<file path="config.mk">
export PLATFORM = sky130hd
export DESIGN_NAME = sync_down_counter
export DESIGN_NICKNAME = d
export VERILOG_FILES = /design/src/rtl/sync_down_counter_pkg.sv /design/src/rtl/down_cnt_core.sv /design/src/rtl/sync_down_counter.sv
export SDC_FILE = /design/constraint.sdc
export NUM_CORES = 1
export LEC_CHECK = 0
export ABC_AREA = 1
export CELL_PAD_IN_SITES_DETAIL_PLACEMENT = 0
export CELL_PAD_IN_SITES_GLOBAL_PLACEMENT = 1
export CORE_MARGIN = 3
export CORE_UTILIZATION = 28
export CTS_CLUSTER_DIAMETER = 200
export DETAILED_ROUTE_END_ITERATION = 8
export PLACE_DENSITY_LB_ADDON = 0.05
export SLEW_MARGIN = 20
export SYNTH_ARGS = -nofsm -noshare
export SYNTH_HDL_FRONTEND = slang
export SYNTH_SLANG_ARGS = --single-unit
</file>
<file path="constraint.sdc">
create_clock -name Clock -period 1.33 [get_ports Clock]
set_input_delay 0.266 -clock Clock [delete_from_list [all_inputs] [get_ports Clock]]
set_output_delay 0.266 -clock Clock [all_outputs]
set_load 0.01 [all_outputs]
</file>
<file path="src/rtl/sync_down_counter_pkg.sv">
// Shared definitions for the presettable synchronous down-counter.
package sync_down_counter_pkg;

    localparam int unsigned STATE_W = 2;

    typedef enum logic [STATE_W-1:0] {
        ST_IDLE = 2'd0,
        ST_RUN  = 2'd1,
        ST_DONE = 2'd2
    } state_e;

endpackage

</file>
<file path="src/rtl/down_cnt_core.sv">
// WIDTH-bit count register with load, decrement and zero detect.
// Load has priority over decrement; the caller never requests a decrement at zero.
module down_cnt_core #(
    parameter int unsigned WIDTH = 4
) (
    input  logic             Clock,
    input  logic             clear,
    input  logic             load,
    input  logic [WIDTH-1:0] load_val,
    input  logic             dec,
    output logic [WIDTH-1:0] count,
    output logic             is_zero
);

    logic [WIDTH-1:0] count_q, count_d;

    // Next count: load, decrement or hold.
    always_comb begin
        count_d = count_q;
        if (load) begin
            count_d = load_val;
        end else if (dec) begin
            count_d = count_q - WIDTH'(1);
        end
    end

    // Count register with synchronous clear.
    always_ff @(posedge Clock) begin
        if (clear) begin
            count_q <= '0;
        end else begin
            count_q <= count_d;
        end
    end

    assign count   = count_q;
    assign is_zero = (count_q == '0);

endmodule

</file>
<file path="src/rtl/sync_down_counter.sv">
// Presettable synchronous down-counter/timer with one-shot and auto-reload modes.
// Optional sticky underflow flag: define SYNC_DOWN_CNT_UF_STICKY_EN.
module sync_down_counter
    import sync_down_counter_pkg::*;
#(
    parameter int unsigned WIDTH = 4
) (
    input  logic             Clock,
    input  logic             Clear,
    input  logic             Load,
    input  logic             En_P,
    input  logic             En_T,
    input  logic             Auto_Reload,
    input  logic [WIDTH-1:0] D_in,
    output logic [WIDTH-1:0] D_out,
    output logic             Bout,
    output logic             Uf_Pulse,
    output logic             Done,
    output logic             Uf_Sticky
);

    state_e           state_q, state_d;
    logic [WIDTH-1:0] preset_q;
    logic             done_q, done_d;
    logic             uf_pulse_q;

    logic             core_load;
    logic [WIDTH-1:0] core_load_val;
    logic             core_dec;
    logic [WIDTH-1:0] count;
    logic             is_zero;

    logic en;
    logic uf_event;

    assign en = En_P & En_T;
    // Load (active low) suppresses an underflow in the same cycle.
    assign uf_event = Load & (state_q == ST_RUN) & en & is_zero;

    down_cnt_core #(
        .WIDTH(WIDTH)
    ) u_core (
        .Clock   (Clock),
        .clear   (Clear),
        .load    (core_load),
        .load_val(core_load_val),
        .dec     (core_dec),
        .count   (count),
        .is_zero (is_zero)
    );

    // State register.
    always_ff @(posedge Clock) begin
        if (Clear) begin
            state_q <= ST_IDLE;
        end else begin
            state_q <= state_d;
        end
    end

    // Next state and counter control; zero is always an underflow, never a wrap.
    always_comb begin
        state_d       = state_q;
        core_load     = 1'b0;
        core_load_val = D_in;
        core_dec      = 1'b0;
        if (!Load) begin
            state_d   = ST_RUN;
            core_load = 1'b1;
        end else begin
            case (state_q)
                ST_RUN: begin
                    if (en) begin
                        if (is_zero) begin
                            if (Auto_Reload) begin
                                core_load     = 1'b1;
                                core_load_val = preset_q;
                            end else begin
                                state_d = ST_DONE;
                            end
                        end else begin
                            core_dec = 1'b1;
                        end
                    end
                end
                default: begin
                    state_d = state_q;
                end
            endcase
        end
    end

    // Outputs: combinational borrow for cascading and next value of Done.
    always_comb begin
        Bout   = (state_q == ST_RUN) & En_T & is_zero;
        done_d = (state_d == ST_DONE);
    end

    // Preset register, captured only on Load.
    always_ff @(posedge Clock) begin
        if (Clear) begin
            preset_q <= '0;
        end else if (!Load) begin
            preset_q <= D_in;
        end
    end

    // Registered status flags.
    always_ff @(posedge Clock) begin
        if (Clear) begin
            done_q     <= 1'b0;
            uf_pulse_q <= 1'b0;
        end else begin
            done_q     <= done_d;
            uf_pulse_q <= uf_event;
        end
    end

`ifdef SYNC_DOWN_CNT_UF_STICKY_EN
    logic uf_sticky_q;

    // Sticky underflow flag; Load clears it even when an underflow coincides.
    always_ff @(posedge Clock) begin
        if (Clear || !Load) begin
            uf_sticky_q <= 1'b0;
        end else if (uf_event) begin
            uf_sticky_q <= 1'b1;
        end
    end

    assign Uf_Sticky = uf_sticky_q;
`else
    assign Uf_Sticky = 1'b0;
`endif

    assign D_out    = count;
    assign Uf_Pulse = uf_pulse_q;
    assign Done     = done_q;

endmodule
</file>
==> impl_metrics.tcl <==
set metrics [dict create \
    synth.yosys.seq_area_share 0.373 \
    run_status "finished with violations" \
    final_util 0.537 \
    hold_start "preset_q[2]" \
    cts_num_sinks 12 \
    period_share 1.13 \
    clk_latency_ns 0.27 \
    finalWirelength_mm 1.53 \
    core_um2 2060 \
    h-tree-depth 1 \
    hold_path_class "flip-flop to flip-flop" \
    viasPerCell 4.37 \
    portBuffers 16 \
    avgSynthCellArea_um2 6.85 \
    start_kind "flip-flop" \
    skew_ns 0.00285 \
    grt_remaining_overflow 0 \
    avgRoutedWirePerCell_um 9.64 \
    grt_pass1_wl_mm 2.60 \
    synth.top_cell.area_share 0.373 \
    row_count 16 \
    fmax_ghz 0.665 \
    violations "setup timing" \
    start_util 0.312 \
    ant_nets 0 \
    first_pass_iters 4 \
    cts_tree "done" \
    r2r.worst_path.cells 11 \
    synth_area_um2 644 \
    antenna_found_initial 0 \
    die_w_um 54.0 \
    maxCapViolations 0 \
    critPathMaxFanout 2 \
    synth_cell_types 22 \
    synth_area_leaders "dfxtp_1, nor2_1, nand2_1, nand3_1, inv_1" \
    power_density_nw_per_um2 899 \
    grt_usage 0.123 \
    slew_violations 0 \
    vdd_ir_drop_max_uv 606 \
    ys_seq_elements 12 \
    finalHoldViolCount 0 \
    area_delta_synth_final_pct 71.8 \
    routabilityCongestion 0.684 \
    critPathArrivalTime_ns 1.24 \
    crit_start "u_core.count[1]" \
    final_common_cell "buf_4" \
    yosys.area.top_type "dfxtp_1" \
    cts-buffers-inserted 3 \
    grt_use_met3 0.0277 \
    endpoint_kind "output port" \
    final_cell_mix "buf_4, nor2_1, nand2_1, inv_1, clkdlybuf4s50_1" \
    grt_pass1_vias 634 \
    ioPinCount 18 \
    worstSetupPathType "flip-flop to output port" \
    num_vias 695 \
    synthCells 94 \
    ff2ff_setup_slack_ns -0.14 \
    grt_max_degree 9 \
    critPathSlowestCell "dfxtp_2" \
    cp_cell_sequence "inv_2, ha_4, inv_4, nor3_4, nand2_1, nor2_2, buf_2" \
    rr_endpoint "u_core.count[3]" \
    clockBufferDepth 2 \
    final_layout_size_suffix_gt1_frac 0.402 \
    reg2reg_from "u_core.count[1]" \
    crit_end "Bout" \
    total_power_w 0.000995 \
    antennaDiodeCount 0 \
    grt_use_met1 0.161 \
    dpl.hpwl_mm 1.20 \
    die_h_um 54.0 \
    drt_iter0_drc 13 \
    path_clk_slew_ns 0.08 \
    layout_min_cycle_time_ns 1.50 \
    fin_ws_ns -0.174 \
    power_leakage_nw 0.542 \
    yosys_warnings 0 \
    cts_root_buffer "clkbuf_4" \
    dieArea_um2 2910 \
    synth_fp_nets 105 \
    busiest_layer "met2" \
    max_stage_delay_ns 0.33 \
    setup_viol 7 \
    drc 0 \
    layout.nets 144 \
    rsz0062_at_grt "yes" \
    use_met2 0.183 \
    cp_data_required_time_ns 1.06 \
]
==> worst max-delay path, delay by kind of cell, from the launching register on <==
| family | cells | cell delay, ns |
|---|---|---|
| adder cells (fa/ha/maj) | 1 | 0.15 |
| flip-flops | 1 | 0.33 |
| AND/OR/NAND/NOR | 3 | 0.27 |
| buffers and inverters | 3 | 0.23 |
==> final cells by class <==
type / count / area [um^2]
Fill cell: 223 / 955
Tap cell: 27 / 33.8
Sequential cell: 12 / 245
Timing Repair Buffer: 38 / 323
Inverter: 13 / 51.3
Clock buffer: 4 / 36.3
Multi-Input combinational cell: 65 / 418
==> registers in the layout, summed over array words and instances (netlist names) <==
name,flops
Done,1
Uf_Pulse,1
preset_q,4
state_q,2
u_core.count,4
==> how the worst min path moves through the flow <==
stage / slack (ns) / to / cells past startpoint
6_report: 0.50 / preset_q[2] / 2
5_1_grt: 0.55 / preset_q[2] / 2
4_1_cts: 0.50 / preset_q[2] / 2
3_5_place_dp: 0.47 / preset_q[2] / 2
3_3_place_gp: 0.46 / preset_q[2] / 2
2_1_floorplan: 0.43 / preset_q[1] / 2
==> power by group <==
part	leakage [nW]	switching (W)	total, W	internal (W)
Sequential	0.100	0.0000104	0.000391	0.000381
Combinational	0.421	0.000147	0.000317	0.000170
Clock	0.0210	0.000121	0.000287	0.000166
Total	0.542	0.000278	0.000995	0.000717
==> logic make-up (layout without fill, tap and decap cells) <==
family | after synthesis | count (layout) | synth area share
AOI/OAI and AO/OA | 6 | 6 | 0.0485
adders and majority gates | 1 | 1 | 0.0194
buffers and inverters | 17 | 55 | 0.109
DFF | 12 | 12 | 0.373
muxes | 3 | 3 | 0.0466
other | 1 | 1 | 0.00582
and+or+nand+nor | 54 | 54 | 0.398
==> routing by layer <==
layer / routed length, um / vias to the layer above
li1: - / 371
met1: 745 / 310
met2: 694 / 12
met3: 79 / 2
met4: 13 / 0
met5: 0 / -
==> synth_stat cells <==
master	n
inv_1	12
mux2i_1	3
ha_1	1
nand2_2	2
nand3_1	9
nand3_4	1
nor2_1	19
o21ai_0	1
nor3_4	1
o21ai_1	1
buf_2	2
a21oi_1	3
nor2_2	1
buf_4	1
nand2_1	17
inv_2	1
dfxtp_1	12
nor3_1	1
a31oi_1	1
clkbuf_1	1
conb_1	1
nand4_1	3
==> what timing repair did <==
item,4_1_cts,5_1_grt
gates cloned,0,0
pin swaps,3,6
buffers inserted,3,2
setup endpoints to repair,11,11
resized for setup,18,16
hold buffers,0,0
==> stage by stage <==
step | instances | cell area (um^2) | setup slack (ns) | TNS (ns) | hold slack [ns]
2_1_floorplan | 94 | 662 | -0.0153 | -0.0153 | 0.429
3_3_place_gp | 151 | 970 | -0.349 | -2.22 | 0.460
3_5_place_dp | 151 | 970 | -0.352 | -2.29 | 0.469
4_1_cts | 158 | 1050 | -0.197 | -0.715 | 0.499
5_1_grt | 159 | 1110 | -0.264 | -1.54 | 0.546
6_report | 159 | 1110 | -0.174 | -0.757 | 0.496
Power figures use the tool's default switching activity.
==> patch 1: new RTL, same settings <==
`WIDTH` is set to 4 in 2 places; all go to 5.
--- a/src/rtl/down_cnt_core.sv
+++ b/src/rtl/down_cnt_core.sv
@@ -2,5 +2,5 @@
 // Load has priority over decrement; the caller never requests a decrement at zero.
 module down_cnt_core #(
-    parameter int unsigned WIDTH = 4
+    parameter int unsigned WIDTH = 5
 ) (
     input  logic             Clock,
--- a/src/rtl/sync_down_counter.sv
+++ b/src/rtl/sync_down_counter.sv
@@ -4,5 +4,5 @@
     import sync_down_counter_pkg::*;
 #(
-    parameter int unsigned WIDTH = 4
+    parameter int unsigned WIDTH = 5
 ) (
     input  logic             Clock,
Ports: changed (resized D_in and D_out); port bits go from 18 to 20. The function was not compared with the original's and may differ.
==> patch 1 against the original RTL <==
  * The run still ends with setup timing left
  * Wire length grew 33%
  * Sequential share of layout area shrank 0.64 points
  * Cell count grew 18%
  * Largest cell class unchanged
  * Final area grew 20%
  * Utilization shrank 2.9 points
  * Worst setup slack gained 0.093 ns
  * Power grew 7.6%
  * Sequential cell count grew 2
  * Highest routed layer unchanged
  * Combinational power grew 18%
  * Critical path type unchanged
  * Clock power shrank 17%
  * Synthesized area grew 26%
==> patch 1: results (changes against the original RTL) <==
| Metric | Value |
|---|---|
| Status | finished, violations left (unchanged) |
| Failing checks | setup timing (unchanged) |
| Vias per cell | 4.50 (was 4.37) |
| Non-clock buffers | 46 (was 38) |
| Fin nets | 172 (was 144) |
| Wirelength per Cell | 10.9 um (was 9.64 um) |
| Pwr dens | 807 nW/um2 (was 899 nW/um2) |
| Synth area leaders | dfxtp_1, inv_1, nand2_1 (was dfxtp_1, nor2_1, nand2_1) |
| Comb pwr | 0.373 mW (was 0.317 mW) |
| Post-synthesis xor/xnor area fraction | 0.0108 (was 0) |
| Mapped Nets | 124 (was 105) |
| GRT Util Overall | 0.127 (was 0.123) |
| Critical path arrival | 1.15 ns (was 1.24 ns) |
| Buffering overhead | 0.294 (was 0.292) |
| Reg2reg setup slack | -0.07 ns (was -0.14 ns) |
| First-pass GRT wire length | 3.39 mm (was 2.60 mm) |
| Hold Crit Start | preset_q[4]$_SDFFE_PP0N_ (was preset_q[2]$_SDFFE_PP0N_) |
| CTS-repair resized insts | 27 (was 18) |
| Final Setup Violations | 6 (was 7) |
| Cell variety after synth | 29 (was 22) |
| Seq pwr share | 0.428 (was 0.393) |
| Initial DRC Count | 14 (was 13) |
| Fin cells | 188 (was 159) |
| Worst Clk Skew | 0.00108 ns (was 0.00285 ns) |
| Setup WS post-layout | -0.0815 ns (was -0.174 ns) |
| Port Buffers | 18 (was 16) |
| Setup TNS | -0.306 ns (was -0.757 ns) |
| Core area | 2610 um2 (was 2060 um2) |
| Clock Power Share | 0.223 (was 0.289) |
| Vias in the first global route | 802 (was 634) |
| Multi-input logic area | 503 um2 (was 418 um2) |
| Peak supply drop | 0.000493 V (was 0.000606 V) |
-- patch 1: how the worst max path moves through the flow --
stage / from / end / slack [ns] / depth (start not counted)
after CTS: u_core.count[0]$_SDFFE_PP0P_ / Bout / -0.1 / 5
final: u_core.count[1]$_SDFFE_PP0P_ / Bout / -0.08 / 5
after floorplan: u_core.count[0]$_SDFFE_PP0P_ / u_core.count[1]$_SDFFE_PP0P_ / 0.002 / 8
after global routing: u_core.count[1]$_SDFFE_PP0P_ / u_core.count[1]$_SDFFE_PP0P_ / -0.16 / 9
after global placement: En_T / Bout / -0.43 / 4
after detailed placement: En_T / Bout / -0.46 / 4
-- patch 1: layer usage --
| layer | GRT usage | part of all wire | vias to the layer above |
|---|---|---|---|
| met1 | 0.165 | 0.46 | 386 |
| met3 | 0.0216 | 0.049 | 2 |
| met4 | 0.0570 | 0.0074 | 0 |
| li1 | - | - | 444 |
| met2 | 0.202 | 0.48 | 14 |
| met5 | 0 | 0 | - |
==> patch 2: new RTL, config.mk and constraints unchanged <==
Without the edit above. Encoding of `state_e`: now one-hot (3 bits for 3 states).
--- a/src/rtl/sync_down_counter_pkg.sv
+++ b/src/rtl/sync_down_counter_pkg.sv
@@ -4,8 +4,8 @@
     localparam int unsigned STATE_W = 2;
 
-    typedef enum logic [STATE_W-1:0] {
-        ST_IDLE = 2'd0,
-        ST_RUN  = 2'd1,
-        ST_DONE = 2'd2
+    typedef enum logic [2:0] {
+        ST_IDLE = 3'b001,
+        ST_RUN  = 3'b010,
+        ST_DONE = 3'b100
     } state_e;
 
Formal check against the unedited RTL: no difference found for any inputs over 10 cycles, from zero or initial values; not proved beyond that.
==> patch 2 against the original RTL <==
  * Synthesized area fell by 0.78%
  * Final area shrank 6.0%
  * Worst hold slack lost 0.027 ns
  * Wire length increased by 6.9%
  * Cell count fell by 4.4%
  * The run still ends with setup timing left
  * Power fell by 8.6%
  * Sequential cell count up 1
  * Worst setup slack improved by 0.10 ns
==> patch 2: results (changes against the original RTL) <==
| Metric | Value |
|---|---|
| Root Driver | clkbuf_4 (unchanged) |
| Ant. Diodes | 0 (unchanged) |
| Filler cells | 220 (was 223) |
| Vias per cell | 4.37 (about the same) |
| Port Buffers | 16 (unchanged) |
| Worst R2R Path Depth | 10 (was 11) |
| Largest net degree at the start of global routing | 12 (was 9) |
| Layout cells sized above 1 | 0.376 (was 0.402) |
| Cell variety after synth | 23 (was 22) |
| DP HPWL | 1.18 mm (was 1.20 mm) |
| Placed cell count | 146 (was 151) |
| Worst hold endpoint | preset_q[0]$_SDFFE_PP0N_ (was preset_q[2]$_SDFFE_PP0N_) |
| Failing checks | setup timing (unchanged) |
| Worst Hold Class | reg2reg (unchanged) |
| Length of the first detailed-routing pass in iterations | 2 (was 4) |
| Worst Clk Skew | 0.00397 ns (was 0.00285 ns) |
| Cells on Worst Hold Path | 2 (unchanged) |
| RePlAce Congestion | 0.770 (was 0.684) |
| Fin nets | 137 (was 144) |
| Async set or reset register ratio after synthesis | 0 (unchanged) |
| Setup WS post-layout | -0.0734 ns (was -0.174 ns) |
| Final Setup Violations | 6 (was 7) |
| Critical path arrival | 1.57 ns (was 1.24 ns) |
| Yosys warns | 0 (unchanged) |
| Startpoint Class | register (unchanged) |
| Post-synthesis sequential area ratio | 0.407 (was 0.373) |
| Synth area leaders | dfxtp_1, nor2_1, nand2_1 (unchanged) |
| Crit-path max FO | 7 (was 2) |
| GRT Util Overall | 0.135 (was 0.123) |
| Post-Syn Instances | 89 (was 94) |
| Initial DRC Count | 6 (was 13) |
| First-pass GRT wire length | 2.73 mm (was 2.60 mm) |
| Leak pwr | 0.497 nW (was 0.542 nW) |
| Reg2reg start | u_core.count[0]$_SDFFE_PP0P_ (was u_core.count[1]$_SDFFE_PP0P_) |
| Pre-CTS WS | -0.354 ns (was -0.352 ns) |
| Clock latency on the worst-skew pair | 0.27 ns (about the same) |
| Peak supply drop | 0.000449 V (was 0.000606 V) |
| Number of max-cap violations | 0 (unchanged) |
| Vias in the first global route | 618 (was 634) |
| H-tree depth | 1 (unchanged) |
| Top cells by count, synth | nor2_1, nand2_1, dfxtp_1 (was nor2_1, nand2_1, dfxtp_1, inv_1, nand3_1) |
| Status | finished, violations left (unchanged) |
| Critical Path Sink | u_core.count[0]$_SDFFE_PP0P_ (was Bout) |
| CTS Buf Count | 3 (unchanged) |
| Vias | 664 (was 695) |
| Post-Route WL | 1.64 mm (was 1.53 mm) |
| Hold Crit Start | preset_q[0]$_SDFFE_PP0N_ (was preset_q[2]$_SDFFE_PP0N_) |
| Mapped Nets | 100 (was 105) |
-- patch 2: changes by cell type in the layout (fill, tap and decap cells not counted), moves of 2 or more --
| cell | change |
|---|---|
| inv_1 | -3 |
| nand2_1 | -3 |
| nand3_2 | -3 |
| o21ai_0 | +3 |
| buf_4 | -2 |
| dfxtp_1 | +2 |
| inv_2 | +2 |
-- patch 2: cells by family after synthesis --
kind of cell | after synthesis | share of synthesized area
DFF | 13 | 0.407
other | 1 | 0.00587
xor gates and xnor gates | 2 | 0.0274
buffers and inverters | 14 | 0.0900
AOI/OAI and AO/OA | 10 | 0.0841
muxes | 2 | 0.0313
adders and majority gates | 1 | 0.0196
and+or+nand+nor | 46 | 0.335
-- patch 2: final cells by class --
type | count | area (um2) | area share
multi-input cells | 62 | 384 | 0.369
repair buffers | 35 | 292 | 0.280
flip-flops and latches | 13 | 264 | 0.254
inverters | 11 | 41.3 | 0.0397
well taps | 27 | 33.8 | 0.0325
clock buffers | 4 | 26.3 | 0.0252
-- patch 2: through the flow --
stage,hold slack (ns),area (um2),util,setup TNS [ns]
2_1_floorplan,0.424,641,-,0
3_3_place_gp,0.454,946,0.459,-2.18
3_5_place_dp,0.460,946,0.459,-2.15
4_1_cts,0.478,1000,0.487,-0.301
5_1_grt,0.508,1040,0.505,-0.962
6_report,0.469,1040,0.505,-0.246
-- patch 2: repair_timing --
| item | 4_1_cts | 5_1_grt |
|---|---|---|
| gates resized for setup | 23 | 10 |
| buffers inserted | 0 | 2 |
| endpoints found under the setup margin | 13 | 10 |
| hold buffers | 0 | 0 |
| pin swaps | 9 | 10 |
-- patch 2: report_power, final --
part / internal, mW / switching [mW] / total (mW) / leakage, nW
clock network: 0.116 / 0.127 / 0.244 / 0.0150
logic: 0.131 / 0.115 / 0.245 / 0.374
registers: 0.411 / 0.0100 / 0.421 / 0.108
-- patch 2: routing by layer --
layer  vias to the layer above  global-route usage  part of all wire
li1                        356                   -                 -
met1                       294               0.184              0.50
met2                        12               0.196              0.44
met3                         2              0.0360             0.053
met4                         0              0.0638            0.0061
met5                         -                   0                 0
-- patch 2: worst max-delay path, cell delays in order (launching register included) --
cell and delay (ns):
dfxtp_2 0.33, inv_2 0.06, ha_4 0.14, nand2_4 0.05, buf_6 0.12, nor2_4 0.11
nand3_4 0.14, nand3_4 0.15, nand2_2 0.05, nor2_1 0.09, nor2_1 0.05
